--- src/rtl/decrypt_pkg.sv ---
// Shared definitions for the decrypt block: key-schedule state encoding and
// the default symbol width.
package decrypt_pkg;

  localparam int unsigned DEFAULT_N = 7;

  typedef enum logic [1:0] {
    IDLE = 2'd0,
    FILL = 2'd1,
    KSA  = 2'd2,
    RUN  = 2'd3
  } state_e;

endpackage

--- src/rtl/rc4_keystream.sv ---
// RC4-style keystream generator over N-bit symbols. Owns the S-box, the i/j
// indices and the FILL -> KSA -> RUN sequencing. ks_word is the keystream
// word the next advance will consume; advance commits that step.
module rc4_keystream
  import decrypt_pkg::*;
#(
  parameter int unsigned N = DEFAULT_N
) (
  input  logic         clk,
  input  logic         rst,
  input  logic         start,
  input  logic [N-1:0] key,
  input  logic         advance,
  output logic [N-1:0] ks_word,
  output logic         ks_ready
);

  localparam int unsigned  DEPTH    = 1 << N;
  localparam logic [N-1:0] IDX_LAST = '1;

  state_e       state_q;
  logic [N-1:0] i_q;
  logic [N-1:0] j_q;
  logic [N-1:0] sbox_q [DEPTH];

  logic [N-1:0] i_inc;
  logic [N-1:0] s_i;
  logic [N-1:0] j_ksa;
  logic [N-1:0] s_inc;
  logic [N-1:0] j_run;
  logic [N-1:0] s_jrun;
  logic [N-1:0] t_idx;

  // Index arithmetic for the current state; the keystream word is read from
  // the S-box as it will look after this step's swap.
  always_comb begin
    // NOTE: every branch of ks_word is covered and the rest are plain
    // assignments, so no latch can be inferred from this block.
    i_inc  = i_q + N'(1);
    s_i    = sbox_q[i_q];
    j_ksa  = j_q + s_i + key;
    s_inc  = sbox_q[i_inc];
    j_run  = j_q + s_inc;
    s_jrun = sbox_q[j_run];
    t_idx  = s_inc + s_jrun;
    if (t_idx == i_inc) begin
      ks_word = s_jrun;
    end else if (t_idx == j_run) begin
      ks_word = s_inc;
    end else begin
      ks_word = sbox_q[t_idx];
    end
  end

  assign ks_ready = (state_q == RUN);

  // Key-schedule sequencer: start from any state restarts at FILL.
  always_ff @(posedge clk or negedge rst) begin
    // NOTE: non-blocking assignments keep every register update tied to the
    // edge, so the order of statements never changes behaviour.
    if (!rst) begin
      state_q <= IDLE;
      i_q     <= '0;
      j_q     <= '0;
    end else if (start) begin
      state_q <= FILL;
      i_q     <= '0;
      j_q     <= '0;
    end else begin
      case (state_q)
        FILL: begin
          i_q <= i_inc;
          if (i_q == IDX_LAST) state_q <= KSA;
        end
        KSA: begin
          i_q <= i_inc;
          j_q <= j_ksa;
          if (i_q == IDX_LAST) begin
            state_q <= RUN;
            j_q     <= '0;
          end
        end
        RUN: begin
          if (advance) begin
            i_q <= i_inc;
            j_q <= j_run;
          end
        end
        default: ;
      endcase
    end
  end

  // S-box storage: identity fill, key-schedule swaps and stream swaps.
  always_ff @(posedge clk) begin
    // NOTE: the S-box deliberately has no reset; FILL rewrites every entry
    // before any read can matter, which keeps it mappable to plain storage.
    case (state_q)
      FILL: sbox_q[i_q] <= i_q;
      KSA: begin
        sbox_q[i_q]   <= sbox_q[j_ksa];
        sbox_q[j_ksa] <= s_i;
      end
      RUN: begin
        if (advance) begin
          sbox_q[i_inc] <= s_jrun;
          sbox_q[j_run] <= s_inc;
        end
      end
      default: ;
    endcase
  end

endmodule

--- src/rtl/decrypt.sv ---
// Stream decryptor: latches the password, drives the keystream generator and
// XORs each accepted ciphertext symbol into a one-deep output register with
// valid/ready handshaking. Defining DECRYPT_CNT_EN adds the sym_cnt output
// counting output handshakes.
module decrypt
  import decrypt_pkg::*;
#(
  parameter int unsigned N = DEFAULT_N
) (
  input  logic         clk,
  input  logic         rst,
  input  logic         start,
  input  logic [N-1:0] password,
  input  logic         in_valid,
  input  logic [N-1:0] data_in,
  output logic         in_ready,
  output logic         out_valid,
  input  logic         out_ready,
  output logic [N-1:0] data_out,
  output logic         init_done
`ifdef DECRYPT_CNT_EN
  ,
  output logic [15:0]  sym_cnt
`endif
);

  logic [N-1:0] key_q;
  logic [N-1:0] data_q;
  logic         valid_q;
  logic [N-1:0] ks_word;
  logic         ks_ready;
  logic         accept;

  assign init_done = ks_ready;
  assign in_ready  = ks_ready & (~valid_q | out_ready);
  // A start in the same cycle aborts the stream, so it also vetoes the accept.
  assign accept    = in_valid & in_ready & ~start;
  assign data_out  = data_q;
  assign out_valid = valid_q;

  rc4_keystream #(
    .N (N)
  ) u_keystream (
    .clk      (clk),
    .rst      (rst),
    .start    (start),
    .key      (key_q),
    .advance  (accept),
    .ks_word  (ks_word),
    .ks_ready (ks_ready)
  );

  // Key latch and output register: start drops any pending symbol.
  always_ff @(posedge clk or negedge rst) begin
    if (!rst) begin
      key_q   <= '0;
      data_q  <= '0;
      valid_q <= 1'b0;
    end else if (start) begin
      key_q   <= password;
      valid_q <= 1'b0;
    end else if (accept) begin
      data_q  <= data_in ^ ks_word;
      valid_q <= 1'b1;
    end else if (out_ready) begin
      valid_q <= 1'b0;
    end
  end

`ifdef DECRYPT_CNT_EN
  logic [15:0] cnt_q;

  // Output handshake counter, cleared by start and wrapping at 16 bits.
  always_ff @(posedge clk or negedge rst) begin
    if (!rst) begin
      cnt_q <= '0;
    end else if (start) begin
      cnt_q <= '0;
    end else if (valid_q && out_ready) begin
      cnt_q <= cnt_q + 16'd1;
    end
  end

  assign sym_cnt = cnt_q;
`endif

endmodule

--- config.mk ---
export PLATFORM = sky130hd
export DESIGN_NAME = decrypt
export DESIGN_NICKNAME = d
export VERILOG_FILES = /design/src/rtl/decrypt_pkg.sv /design/src/rtl/rc4_keystream.sv /design/src/rtl/decrypt.sv
export SDC_FILE = /design/constraint.sdc
export NUM_CORES = 2
export LEC_CHECK = 0
export CAP_MARGIN = 20
export CORE_UTILIZATION = 40
export CTS_CLUSTER_DIAMETER = 100
export DETAILED_ROUTE_END_ITERATION = 8
export GPL_ROUTABILITY_DRIVEN = 1
export GPL_TIMING_DRIVEN = 0
export HOLD_SLACK_MARGIN = 0.12
export PLACE_DENSITY = 0.6
export SLEW_MARGIN = 30
export SYNTH_ARGS = -nofsm -noshare
export SYNTH_HDL_FRONTEND = slang
export SYNTH_HIERARCHICAL = 1
export SYNTH_SLANG_ARGS = --single-unit
--- constraint.sdc ---
create_clock -name clk -period 13.9 [get_ports clk]
set_input_delay 2.78 -clock clk [delete_from_list [all_inputs] [get_ports clk]]
set_output_delay 2.78 -clock clk [all_outputs]
set_load 0.01 [all_outputs]
Word-level counts from Yosys, hierarchy flattened
Memory sizes are Yosys's and may differ from the RTL's.
Index checks and enable logic that the tools add are counted.
{"block": "word_totals", "ff_bits": 31, "mem_bits_rw": 896, "input_bits": 19, "elab_cells": 70, "mem_count": 1}
{"block": "classes", "n_addsub": 5, "eq_ne": 9, "mux": 30, "n_bitwise": 8, "reduce_logical": 11}
{"name": "u_keystream.sbox_q", "depth": 128, "word_bits": 7, "rd": 5, "rd_ports_with_merged_regs": 0, "wr": 2, "line_no": "rc4_keystream.sv:24", "rtl": "logic [N-1:0] sbox_q [DEPTH];"}
{"op": "2-to-1 mux 7 bit", "n": 12}
{"op": "adder 7 bit", "n": 4}
{"op": "case mux 7 bit (2 select lines)", "n": 2}
{"op": "equality test 7 bit", "n": 2}
{"op": "OR reduction 7 bit", "n": 2}
{"op": "2-to-1 mux 1 bit", "n": 12}
{"op": "nonzero test 3 bit", "n": 4}
{"op": "!= test 3 x 2 -> 1 bit, second input constant", "n": 3}
{"op": "adder 7 x 1 -> 7 bit, second input constant", "n": 1}
{"op": "equality test 7 bit, second input constant", "n": 1}
{"op": "XOR 7 bit", "n": 1}
{"op": "2-to-1 mux 2 bit", "n": 3}
{"op": "AND reduction 2 bit", "n": 3}
{"op": "equality test 2 bit, second input constant", "n": 2}
{"op": "case mux 2 bit (2 select lines)", "n": 1}
{"op": "bitwise AND 1 bit", "n": 3}
{"op": "AND reduction 3 bit", "n": 1}
{"op": "equality test 2 x 1 -> 1 bit, second input constant", "n": 1}
{"op": "inverter 1 bit", "n": 2}
{"op": "bitwise OR 1 bit", "n": 2}
{"op": "OR reduction 2 bit", "n": 1}

Depth between registers and ports, before layout
{"block": "depth", "word_depth": 10, "depth_mapped": 43, "mapped_depth_nobuf": 33}

Modules after synthesis
Netlist, hierarchy kept.
{"module": "rc4_keystream", "instances": 1, "cells_per_inst": 4921, "area_per_inst_um2": 78536.6}
{"module": "decrypt", "instances": 1, "cells_per_inst": 42, "area_per_inst_um2": 653.1}

Worst setup path before layout
No wires, ideal clock.
{"block": "synth_timing", "path_kind": "register to register", "startpoint": "reg u_keystream.i_q[0]", "endpoint": "reg data_q[5], in the netlist data_out[5]", "setup_time_ns": 0.125, "t_arrival_ns": 11.029, "slack_ns": 2.746, "path_stages_with_launch": 41, "cell_sequence": "dfrtp_1 > ha_1 > buf_2 > buf_6 > buf_4 > buf_2 > buf_1 > mux4_2 > mux4_2 > and2_0 > a211oi_1 > a31oi_1 > mux2i_1 > inv_1 > ha_1 > fa_1 > buf_2 > buf_2 > [5 not listed] > mux2i_1 > a21oi_1 > mux2i_1 > inv_1 > ha_1 > fa_1 > clkbuf_1 > clkbuf_1 > clkbuf_1 > clkbuf_1 > mux4_2 > mux4_2 > a211oi_1 > a21oi_1 > a211oi_1 > o22ai_1 > xor2_1 > mux2_2"}
{"block": "synth_between", "elab_chain_len": 9}
{"item": "from (decl)", "line_no": "rc4_keystream.sv:22", "rtl": "logic [N-1:0] i_q;"}
{"item": "from (signal assigned)", "line_no": "rc4_keystream.sv:72", "rtl": "i_q <= i_inc;"}
{"item": "from (signal assigned)", "line_no": "rc4_keystream.sv:76", "rtl": "i_q <= i_inc;"}
{"item": "from (signal assigned)", "line_no": "rc4_keystream.sv:85", "rtl": "i_q <= i_inc;"}
{"item": "adder 7 x 1 -> 7 bit *", "line_no": "rc4_keystream.sv:39", "rtl": "i_inc = i_q + N'(1);"}
{"item": "memory (128 x 7 bit)"}
{"item": "adder 7 bit", "line_no": "rc4_keystream.sv:43", "rtl": "j_run = j_q + s_inc;"}
{"item": "memory (128 x 7 bit)"}
{"item": "adder 7 bit", "line_no": "rc4_keystream.sv:45", "rtl": "t_idx = s_inc + s_jrun;"}
{"item": "memory (128 x 7 bit) or equality test 7 bit (tied branches)"}
{"item": "2-to-1 mux 7 bit", "line_no": "rc4_keystream.sv:48", "rtl": "end else if (t_idx == j_run) begin"}
{"item": "2-to-1 mux 7 bit *", "line_no": "rc4_keystream.sv:46", "rtl": "if (t_idx == i_inc) begin"}
{"item": "net ks_word[5]", "line_no": "decrypt.sv:30", "rtl": "logic [N-1:0] ks_word;"}
{"item": "XOR 7 bit *", "line_no": "decrypt.sv:63", "rtl": "data_q <= data_in ^ ks_word;"}
{"item": "to (signal assigned)", "line_no": "decrypt.sv:63"}
{"item": "to (decl)", "line_no": "decrypt.sv:28", "rtl": "logic [N-1:0] data_q;"}
The timed path passes the listed nets; every way through them passes the cells marked *.
A chain may end at the register's enable or synchronous reset.

Worst setup path after layout
{"block": "layout_timing", "startpoint": "reg u_keystream.i_q[0]", "endpoint": "reg data_q[2], in the netlist data_out[2]"}
The elaborated chain is that of the path after synthesis.

==> qor.yml <==
global_route:
  grt_antenna_before_repair: 83
  grt_usage: 0.541
  grt_pass1_wl_um: 680000
  first_global_vias: 59987
  grt-ovfl-total: 0
  grt_max_degree: 29
die:
  num_rows: 162
  core-area_um2: 196000
  dieArea_um2: 200000
  io_pins: 29
  start_util: 0.404
  die_x_um: 447
  dieHeight_um: 447
route:
  drc: 0
  first_iter_violations: 14633
  drtAntennaViolNets: 0
  via_count: 68599
  dr.pass1.iters: 8
  drt_wl_total_um: 546000
  wl_per_cell_um: 67.8
  routed_via_density: 8.53
layout:
  area_delta_synth_final_pct: 15.0
  nNetsFinal: 5299
  drive_above_1_share: 0.483
  stdcell_count: 8043
yosys:
  yosysWarnings: 6
  ys.flop_type: "edfxtp_1"
  post-synth-top-count-cell: "mux4_2"
  syn_inst: 4963
  synth-edff-count: 896
  syn_area_per_cell_um2: 16.0
  synth_top_area_share: 0.397
  ys_top_cells_by_count: "1396 x mux4_2, 940 x mux2i_1, 896 x edfxtp_1"
  yosysTopAreaCell: "mux4_2"
  ys_ff_latch: 927
  netlist_area_um2: 79200
  synth_seq_area_share: 0.350
  synthArstFlopShare: 0.0334
  syn_nets: 5013
  synthTopCellsByArea: "mux4_2 40%, edfxtp_1 34%, mux2i_1 12%"
  yosysUniqueCellTypes: 79
worst_hold_path:
  hold_depth: 1
  hp-class: "reg -> reg"
cts:
  clockBufferDepth: 3
  cts_tree: "done"
  clk_latency_ns: 0.83
  numCtsBuffers: 107
  clock_sinks: 927
  cts_htree_levels: 3
  clk_pin_slew_worst_paths_ns: 0.06
  cts_root_buf: "clkbuf_16"
worst_setup_path:
  arrival_ns: 15.14
  path_max_fanout: 19
  path_class: "reg -> reg"
  crit_required_ns: 14.56
  critPathMaxStageDelay_ns: 0.73
  worstRegToRegCells: 39
  crit_top_cell: "mux4_2"
  worstSetupEndpointType: "flop"
  crit_slowest_cell: "a211oi_2"
  crit_path_start_kind: "flop"
timing:
  finalWorstSetupSlack_ns: -0.576
  relSlewSlack: 0.194
  finalCriticalPeriod_ns: 14.48
  finalHoldViolations: 0
  holdWs_ns: 0.503
  rsz0062_at_grt: "false"
  post-route-period-util: 1.04
  timing.fmax_mhz: 69.1
  worst_pin_slew_ns: 1.21
  final-max-slew-violation-count: 0
  setup-violations-final: 7
  finClkSkew_ns: 0.0598
place:
  numPortBuffers: 27
  dpl.cell_count: 7767
  place_congestion: 1.14
  dp_hpwl_um: 440000
status:
  violations: "negative setup slack"
  outcome: "finished, violations left"
job:
  cap_violations: 0
pwr:
  p_leak_nw: 31.1
  power.density_nw_per_um2: 256
  peakVddDrop_v: 0.000408
==> per-layer routing <==
layer | up-vias | global-route usage | routed length [µm]
li1 | 22076 | - | -
met1 | 36207 | 0.634 | 184000
met2 | 8234 | 0.686 | 206000
met3 | 1995 | 0.353 | 99600
met4 | 87 | 0.396 | 51800
met5 | - | 0.140 | 3630
==> stage by stage <==
stage	TNS, ns	util	instance area [µm²]	total power, mW	setup slack (ns)
global route	0	0.464	90900	22.5	0.00966
global placement	-3450.75	0.423	82700	17.7	-8.57
finish	-3.25	0.465	91100	23.3	-0.576
CTS	0	0.463	90600	21.8	0.000309
floorplan	0	-	79200	10.5	2.75
detailed placement	-264.42	0.443	86800	18.8	-4.71
==> final cells by class <==
type	instances	area, µm²
Fill cell	17144	105000
Sequential cell	927	27700
Buffer	614	3960
Tap cell	2624	3280
Multi-Input combinational cell	3389	49000
Clock buffer	125	2770
Inverter	27	101
Clock inverter	68	692
Antenna cell	86	215
Timing Repair Buffer	183	3400
==> worst max-delay path: cells and delay by family (launching register included) <==
| kind | cells | cell delay (ns) |
|---|---|---|
| adder cells (fa/ha/maj) | 3 | 1.38 |
| flip-flops | 1 | 0.37 |
| AO/OA/AOI/OAI | 6 | 2.14 |
| XOR/XNOR | 2 | 0.40 |
| AND/OR/NAND/NOR | 2 | 0.31 |
| multiplexers | 10 | 4.60 |
| buffers and inverters | 16 | 4.93 |
==> cell usage in the layout (no fill, tap or decap), types with 22 or more instances in the layout <==
cell / count
a211oi_1: 33
a21oi_1: 83
buf_12: 27
buf_16: 73
buf_2: 223
buf_4: 77
buf_6: 147
clkbuf_1: 85
clkbuf_16: 108
clkbuf_2: 108
clkbuf_4: 28
clkdlybuf4s50_1: 26
clkinv_2: 22
dfrtp_1: 31
diode_2: 86
edfxtp_1: 896
ha_1: 22
inv_1: 26
mux2_2: 45
mux2i_1: 924
mux4_2: 1396
nand2_1: 155
nor2_1: 63
nor2_2: 49
nor2_8: 25
nor2b_1: 39
nor3_1: 68
o21ai_0: 25
o21ai_1: 40
o22ai_2: 60
==> power breakdown <==
part | total, mW | switching [mW] | internal, mW
Sequential | 3.09 | 0.0172 | 3.07
Clock | 2.92 | 1.33 | 1.59
Combinational | 17.3 | 11.3 | 5.98
Total | 23.3 | 12.7 | 10.6
==> worst paths after layout <==
kind	to	slack [ns]	from
hold / removal	data_out[1]	0.50	data_out[1]
setup / recovery	data_out[2]	-0.58	u_keystream/i_q[0]
setup reg to reg	data_out[2]	-0.58	u_keystream/i_q[0]
max in group asynchronous	u_keystream/i_q[3]	11.62	rst
hold reg to reg	data_out[1]	0.50	data_out[1]
min in group asynchronous	data_out[6]	1.87	rst
==> state kept, by name, indices dropped and copies added (netlist names) <==
register,count
key_q,7
data_out,7
u_keystream/j_q,7
u_keystream/state_q,2
u_keystream/sbox_q,896
u_keystream/i_q,7
out_valid,1
==> cells by family after synthesis <==
logic type	share of synthesized area
mux	0.522
simple gates	0.0391
flops	0.350
compound gates	0.0335
buf+inv	0.0440
xor+xnor	0.00581
fa+ha+maj	0.00575
==> timing repair <==
| action | CTS | global route |
|---|---|---|
| endpoints found under the setup margin | 725 | 7 |
| gates cloned | 0 | 0 |
| pin swaps | 2 | 2 |
| endpoints found under the hold margin | 0 | 0 |
| gates resized for setup | 112 | 54 |
| buffers inserted | 2 | 1 |
| hold buffers | 0 | 0 |
Note: power is estimated with default switching activity, not from simulation.
